### config.mk
export PLATFORM = sky130hd
export DESIGN_NAME = alu_op_sequencer
export DESIGN_NICKNAME = d
export VERILOG_FILES = /design/src/rtl/alu_seq_pkg.sv /design/src/rtl/alu_seq_fifo.sv /design/src/rtl/alu_op_sequencer.sv
export SDC_FILE = /design/constraint.sdc
export NUM_CORES = 1
export LEC_CHECK = 0
export CAP_MARGIN = 10
export CORE_ASPECT_RATIO = 2
export CORE_MARGIN = 2
export CORE_UTILIZATION = 63
export DETAILED_ROUTE_END_ITERATION = 10
export GPL_ROUTABILITY_DRIVEN = 0
export PLACE_DENSITY = 0.91
export REMOVE_ABC_BUFFERS = 1
export SKIP_CTS_REPAIR_TIMING = 1
export SYNTH_ARGS = -nofsm -noshare
export SYNTH_HDL_FRONTEND = slang
export SYNTH_SLANG_ARGS = --single-unit
export TNS_END_PERCENT = 50
### constraint.sdc
create_clock -name clk -period 6.1 [get_ports clk]
set_clock_uncertainty 0.15 [all_clocks]
set_input_delay 0.915 -clock clk [delete_from_list [all_inputs] [get_ports clk]]
set_output_delay 0.915 -clock clk [all_outputs]
set_load 0.02 [all_outputs]
### src/rtl/alu_seq_pkg.sv
// rtl/alu_seq_pkg.sv - shared state, sel codes, flag layout and command type for the ALU op sequencer
package alu_seq_pkg;

  typedef enum logic [1:0] {
    IDLE  = 2'd0,
    ISSUE = 2'd1,
    MUL   = 2'd2,
    RESP  = 2'd3
  } state_t;

  localparam logic [3:0] SEL_MUL     = 4'b1001;
  localparam logic [3:0] SEL_UNDEF_E = 4'b1110;
  localparam logic [3:0] SEL_UNDEF_F = 4'b1111;

  localparam int FLAG_COUT = 3;
  localparam int FLAG_NEG  = 2;
  localparam int FLAG_ZERO = 1;
  localparam int FLAG_OVF  = 0;

  localparam logic [3:0] UNDEF_FLAGS = 4'b0010;

  typedef struct packed {
    logic [31:0] a;
    logic [31:0] b;
    logic [3:0]  sel;
    logic        cin;
  } cmd_t;

  function automatic logic sel_is_undef(input logic [3:0] sel);
    return (sel == SEL_UNDEF_E) || (sel == SEL_UNDEF_F);
  endfunction

  // Carry and overflow both mean "product does not fit in 32 bits".
  function automatic logic [3:0] mul_flags(input logic [63:0] product);
    logic [3:0] f;
    logic       hi;
    hi           = |product[63:32];
    f            = '0;
    f[FLAG_COUT] = hi;
    f[FLAG_NEG]  = product[31];
    f[FLAG_ZERO] = (product[31:0] == 32'd0);
    f[FLAG_OVF]  = hi;
    return f;
  endfunction

endpackage

### src/rtl/alu_seq_fifo.sv
// rtl/alu_seq_fifo.sv - synchronous command FIFO with full/empty, extra-bit pointers
module alu_seq_fifo #(
  parameter int DEPTH = 4,
  parameter int WIDTH = 69
) (
  input  logic             clk,
  input  logic             rst_n,
  input  logic             push,
  input  logic [WIDTH-1:0] push_data,
  input  logic             pop,
  output logic [WIDTH-1:0] head_data,
  output logic             full,
  output logic             empty
);

  localparam int AW = $clog2(DEPTH);

  logic [WIDTH-1:0] mem [DEPTH];
  logic [AW:0]      wr_ptr;
  logic [AW:0]      rd_ptr;

  assign empty     = (wr_ptr == rd_ptr);
  assign full      = (wr_ptr[AW] != rd_ptr[AW]) && (wr_ptr[AW-1:0] == rd_ptr[AW-1:0]);
  assign head_data = mem[rd_ptr[AW-1:0]];

  always_ff @(posedge clk) begin
    if (!rst_n) begin
      wr_ptr <= '0;
      rd_ptr <= '0;
    end else begin
      if (push && !full) wr_ptr <= wr_ptr + 1'b1;
      if (pop && !empty) rd_ptr <= rd_ptr + 1'b1;
    end
  end

  always_ff @(posedge clk) begin
    if (push && !full) mem[wr_ptr[AW-1:0]] <= push_data;
  end

endmodule

### src/rtl/alu_op_sequencer.sv
// rtl/alu_op_sequencer.sv - buffered ALU front end with internal shift-add multiply
// Optional ALU_SEQ_PERF_EN adds perf_ops / perf_stall counters.
module alu_op_sequencer
  import alu_seq_pkg::*;
#(
  parameter int         FIFO_DEPTH = 4,
  parameter logic [3:0] MUL_SEL    = SEL_MUL
) (
  input  logic        clk,
  input  logic        rst_n,
  input  logic        cmd_valid,
  output logic        cmd_ready,
  input  logic [31:0] cmd_a,
  input  logic [31:0] cmd_b,
  input  logic [3:0]  cmd_sel,
  input  logic        cmd_cin,
  output logic [31:0] alu_a,
  output logic [31:0] alu_b,
  output logic [3:0]  alu_sel,
  output logic        alu_cin,
  input  logic [31:0] alu_y,
  input  logic        alu_cout,
  input  logic        alu_negative,
  input  logic        alu_zero,
  input  logic        alu_overflow,
  output logic        rsp_valid,
  input  logic        rsp_ready,
  output logic [31:0] rsp_y,
  output logic [3:0]  rsp_flags,
`ifdef ALU_SEQ_PERF_EN
  output logic        busy,
  output logic [15:0] perf_ops,
  output logic [15:0] perf_stall
`else
  output logic        busy
`endif
);

  state_t      state;
  cmd_t        push_cmd;
  cmd_t        head;
  logic        fifo_full;
  logic        fifo_empty;
  logic        push;
  logic        pop;
  logic        issue_undef;
  logic [63:0] mul_mcand;
  logic [31:0] mul_mplier;
  logic [63:0] mul_acc;
  logic [4:0]  mul_cnt;
  logic [63:0] acc_next;
  logic [3:0]  alu_flags;

  assign push_cmd  = '{a: cmd_a, b: cmd_b, sel: cmd_sel, cin: cmd_cin};
  assign cmd_ready = rst_n && !fifo_full;
  assign push      = cmd_valid && cmd_ready;
  // A new command leaves the FIFO only when the FSM can start it this edge.
  assign pop       = !fifo_empty && ((state == IDLE) || ((state == RESP) && rsp_ready));
  assign busy      = rst_n && ((state != IDLE) || !fifo_empty);

  always_comb begin
    alu_flags            = '0;
    alu_flags[FLAG_COUT] = alu_cout;
    alu_flags[FLAG_NEG]  = alu_negative;
    alu_flags[FLAG_ZERO] = alu_zero;
    alu_flags[FLAG_OVF]  = alu_overflow;
  end

  assign acc_next = mul_acc + (mul_mplier[0] ? mul_mcand : 64'd0);

  alu_seq_fifo #(
    .DEPTH (FIFO_DEPTH),
    .WIDTH ($bits(cmd_t))
  ) u_fifo (
    .clk       (clk),
    .rst_n     (rst_n),
    .push      (push),
    .push_data (push_cmd),
    .pop       (pop),
    .head_data (head),
    .full      (fifo_full),
    .empty     (fifo_empty)
  );

  always_ff @(posedge clk) begin
    if (!rst_n) begin
      state       <= IDLE;
      rsp_valid   <= 1'b0;
      rsp_y       <= '0;
      rsp_flags   <= '0;
      alu_a       <= '0;
      alu_b       <= '0;
      alu_sel     <= '0;
      alu_cin     <= 1'b0;
      issue_undef <= 1'b0;
      mul_mcand   <= '0;
      mul_mplier  <= '0;
      mul_acc     <= '0;
      mul_cnt     <= '0;
    end else begin
      unique case (state)
        IDLE: begin
        end
        ISSUE: begin
          rsp_valid <= 1'b1;
          rsp_y     <= issue_undef ? 32'd0 : alu_y;
          rsp_flags <= issue_undef ? UNDEF_FLAGS : alu_flags;
          state     <= RESP;
        end
        MUL: begin
          mul_acc    <= acc_next;
          mul_mcand  <= mul_mcand << 1;
          mul_mplier <= mul_mplier >> 1;
          mul_cnt    <= mul_cnt + 5'd1;
          if (mul_cnt == 5'd31) begin
            rsp_valid <= 1'b1;
            rsp_y     <= acc_next[31:0];
            rsp_flags <= mul_flags(acc_next);
            state     <= RESP;
          end
        end
        RESP: begin
          if (rsp_ready) begin
            rsp_valid <= 1'b0;
            state     <= IDLE;
          end
        end
      endcase

      // Dispatch overrides the state chosen above, giving RESP -> ISSUE/MUL with no bubble.
      if (pop) begin
        if (head.sel == MUL_SEL) begin
          state      <= MUL;
          mul_mcand  <= {32'd0, head.a};
          mul_mplier <= head.b;
          mul_acc    <= '0;
          mul_cnt    <= '0;
        end else begin
          state       <= ISSUE;
          issue_undef <= sel_is_undef(head.sel);
          if (!sel_is_undef(head.sel)) begin
            alu_a   <= head.a;
            alu_b   <= head.b;
            alu_sel <= head.sel;
            alu_cin <= head.cin;
          end
        end
      end
    end
  end

`ifdef ALU_SEQ_PERF_EN
  always_ff @(posedge clk) begin
    if (!rst_n) begin
      perf_ops   <= '0;
      perf_stall <= '0;
    end else begin
      if (rsp_valid && rsp_ready) perf_ops <= perf_ops + 16'd1;
      if (rsp_valid && !rsp_ready && (perf_stall != 16'hFFFF)) perf_stall <= perf_stall + 16'd1;
    end
  end
`endif

endmodule
==> summary.txt <==
Timing
  • Final worst-path cycle share: 83.4%
  • F_max: 196 MHz
  • Final Hold Violating Endpoints: 0
  • RSZ-0062 raised after global routing: no
  • Tmin final: 5.09 ns
  • Worst slew margin: 27.7%
  • Hold Worst Slack: 0.305 ns
  • Setup violators final: 0
  • Final Max Slew Viols: 0
  • Worst slew pin tran: 1.08 ns
  • PnR worst setup slack: 1.01 ns

Routing
  • DR pass1 iterations: 7
  • DR vias: 19600
  • Wire per inst: 22.8 um
  • Routed wire length: 68.7 mm
  • Antenna Nets Post-Route: 0
  • Vias/cell: 6.51
  • Drc violations: 0
  • Number of DRC markers in iteration 0: 2255

Global routing
  • Remaining global-route overflow: 0
  • Initial antenna violation count: 2
  • Largest net degree at the start of global routing: 93
  • Gr usage total: 31.8%
  • First-pass GRT wire length: 106 mm
  • Vias in the first global route: 19800

Clocking
  • CTS clk-pin slew, worst paths: 0.07 ns
  • CTS HTree Levels: 2
  • Worst-Skew Late Latency: 0.59 ns
  • CTS tree: yes
  • Clock buffer depth: 3
  • TritonCTS Sinks: 558
  • CTS root buf: clkbuf_16
  • Num CTS Buffers: 47

Setup path
  • Worst Path Arrival: 5.39 ns
  • Critical path class: flop to flop
  • Crit path buffers/inverters: 2
  • Critical Path RT: 6.40 ns
  • Crit-path max cell delay: 0.76 ns
  • CP startpoint kind: flop
  • Nature of the critical path endpoint: flop
  • Cell chain of the critical path: buf_4, and2_1, ha_1, inv_1, fa_1, nor2b_4, o311a_4, nor3b_4, o41ai_1, o21a_1, o2111a_1, a211oi_1, nor4b_1, nand4_1, o41ai_2, a21oi_1
  • CP max FO: 22
  • Crit path max-delay cell type: dfxtp_1
  • Crit path max-delay family: compound AO/OA/AOI/OAI gates

Floorplan
  • Initial core utilization: 63.5%
  • Die W: 146 um
  • # rows: 104
  • Placeable Area: 39900 um2
  • Chip height: 288 um
  • IO Pins: 217
  • Die area: 42000 um2

Yosys
  • XOR/XNOR Fraction of Synth Area: 2.31%
  • Synth Area in Adders: 3.78%
  • Cell taking the most area after synthesis: edfxtp_1
  • Synth area leaders: edfxtp_1 33%, dfxtp_1 22%, mux4_2 6.1%, a21oi_1 5.0%, mux2i_1 4.9%
  • Commonest cells in the netlist: 282 x dfxtp_1, 276 x edfxtp_1, 275 x nand2_1
  • Share of the synthesized area in the top cell type: 32.7%
  • EDFF count, synth: 276
  • Sequential-to-total area share from yosys stat: 54.9%
  • Warnings from Yosys: 0
  • Main combinational cell family by area after synthesis: compound AO/OA/AOI/OAI gates
  • Ys flop type: dfxtp_1
  • Mux cell area share after synthesis: 11.2%
  • Synth Instances: 2293
  • Compound-Gate Fraction of Synth Area: 13.4%
  • Yosys reg bits: 558
  • Synth Cell Area: 25400 um2
  • Top-count cell post-synth: dfxtp_1
  • Synth unique cells: 83
  • Post-synthesis simple-gate area fraction: 12.0%
  • Avg Inst Size Synth: 11.1 um2
  • Synth async-reset ratio: 0%

Hold path
  • Worst Hold Class: flop to flop

Power and ir drop
  • Int Pwr: 7.15 mW
  • Pleak: 10.3 nW
  • Sw frac: 31.6%
  • Pwr/cell area: 353 nW/um2
  • Seq pwr share: 43.2%
  • Net load switching power: 3.30 mW
  • Clock power share: 30.8%
  • Comb power frac: 26.0%
  • Peak supply drop: 361 uV

Run status
  • Outcome: completed

Place
  • Post-placement setup slack: 1.23 ns
  • PortBufs: 216
  • DP Wirelength: 44.3 mm

Job
  • Max Cap Viol: 0

Cells and area
  • Share of cells above drive strength 1: 8.59%
  • Nets@finish: 2627
  • Area grow syn2layout: 16.6%
==> per-layer routing <==
layer / vias to the layer above / GRT usage, % / wire (um)
met5: - / 0 / 16
met4: 2 / 16.0 / 3150
met3: 228 / 5.40 / 5700
met2: 1153 / 55.1 / 34800
met1: 9505 / 38.3 / 25000
li1: 8730 / - / -
==> kinds of logic after synthesis <==
group / Yosys count
buf+inv: 161
simple gates: 684
xor+xnor: 67
mux: 196
flops: 558
fa+ha+maj: 76
compound gates: 551
==> layout by cell type, fill, tap and decap left out, types with 49 or more instances in the layout <==
cell type	synthesis	final
a211oi_1	75	75
a21oi_1	251	251
and2_1	66	66
clkbuf_16	0	49
clkdlybuf4s50_1	0	216
dfxtp_1	282	280
edfxtp_1	276	276
ha_1	75	74
mux2i_1	125	124
mux4_2	69	69
nand2_1	275	273
nor2_1	218	217
o21ai_0	82	82
==> path summary, 6_finish.rpt <==
check | startpoint | end | slack [ns] | cells after the start
max | mul_mplier[0] | rsp_flags[0] | 1.01 | 16
min | alu_a[29] | alu_a[29] | 0.31 | 2
max reg2reg | mul_mplier[0] | rsp_flags[0] | 1.01 | 16
min reg2reg | alu_a[29] | alu_a[29] | 0.31 | 2
==> layout make-up <==
class / count / area (um2)
diodes: 3 / 7.51
clock buffers: 53 / 1260
clock inverters: 35 / 397
repair buffers: 240 / 2340
flip-flops and latches: 558 / 13900
fillers: 2432 / 10400
well taps: 530 / 663
inverters: 21 / 81.3
multi-input cells: 1574 / 10900
==> metrics by stage <==
step	cells	total power, mW	instance area [um2]	TNS, ns	util [%]
after global routing	3012	10.8	29600	0	74.1
after detailed placement	2923	7.22	27900	0	69.9
after CTS	3011	10.4	29600	0	74.1
after global placement	2923	7.13	27900	0	69.9
final	3014	10.5	29600	0	74.1
after floorplan	2153	6.27	24800	-456.15	-
==> sequential cells by signal, indices dropped and copies added, names as in the netlist, named ones only <==
register / flops
rsp_flags: 4
alu_b: 32
u_fifo.mem: 276
mul_mcand: 64
state: 2
rsp_valid: 1
u_fifo.rd_ptr: 3
u_fifo.wr_ptr: 3
issue_undef: 1
alu_a: 32
rsp_y: 32
mul_mplier: 32
alu_cin: 1
mul_acc: 64
mul_cnt: 5
alu_sel: 4
==> worst register-to-register path, stage by stage (launching register included) <==
cell and delay [ns]:
dfxtp_1 0.76, buf_4 0.35, and2_1 0.16, ha_1 0.16, inv_1 0.06, fa_1 0.47, nor2b_4 0.15, o311a_4 0.21
nor3b_4 0.06, o41ai_1 0.74, o21a_1 0.25, o2111a_1 0.21, a211oi_1 0.06, nor4b_1 0.40, nand4_1 0.21, o41ai_2 0.46
a21oi_1 0.11
==> power groups by stage <==
stage               Combinational (mW)  Clock, mW  Sequential, mW
floorplan                         1.39          0            4.88
global placement                  2.57          0            4.56
detailed placement                2.65          0            4.57
CTS                               2.70       3.22            4.51
global route                      2.86       3.35            4.54
finish                            2.72       3.22            4.51
(Power assumes the default switching activity.)
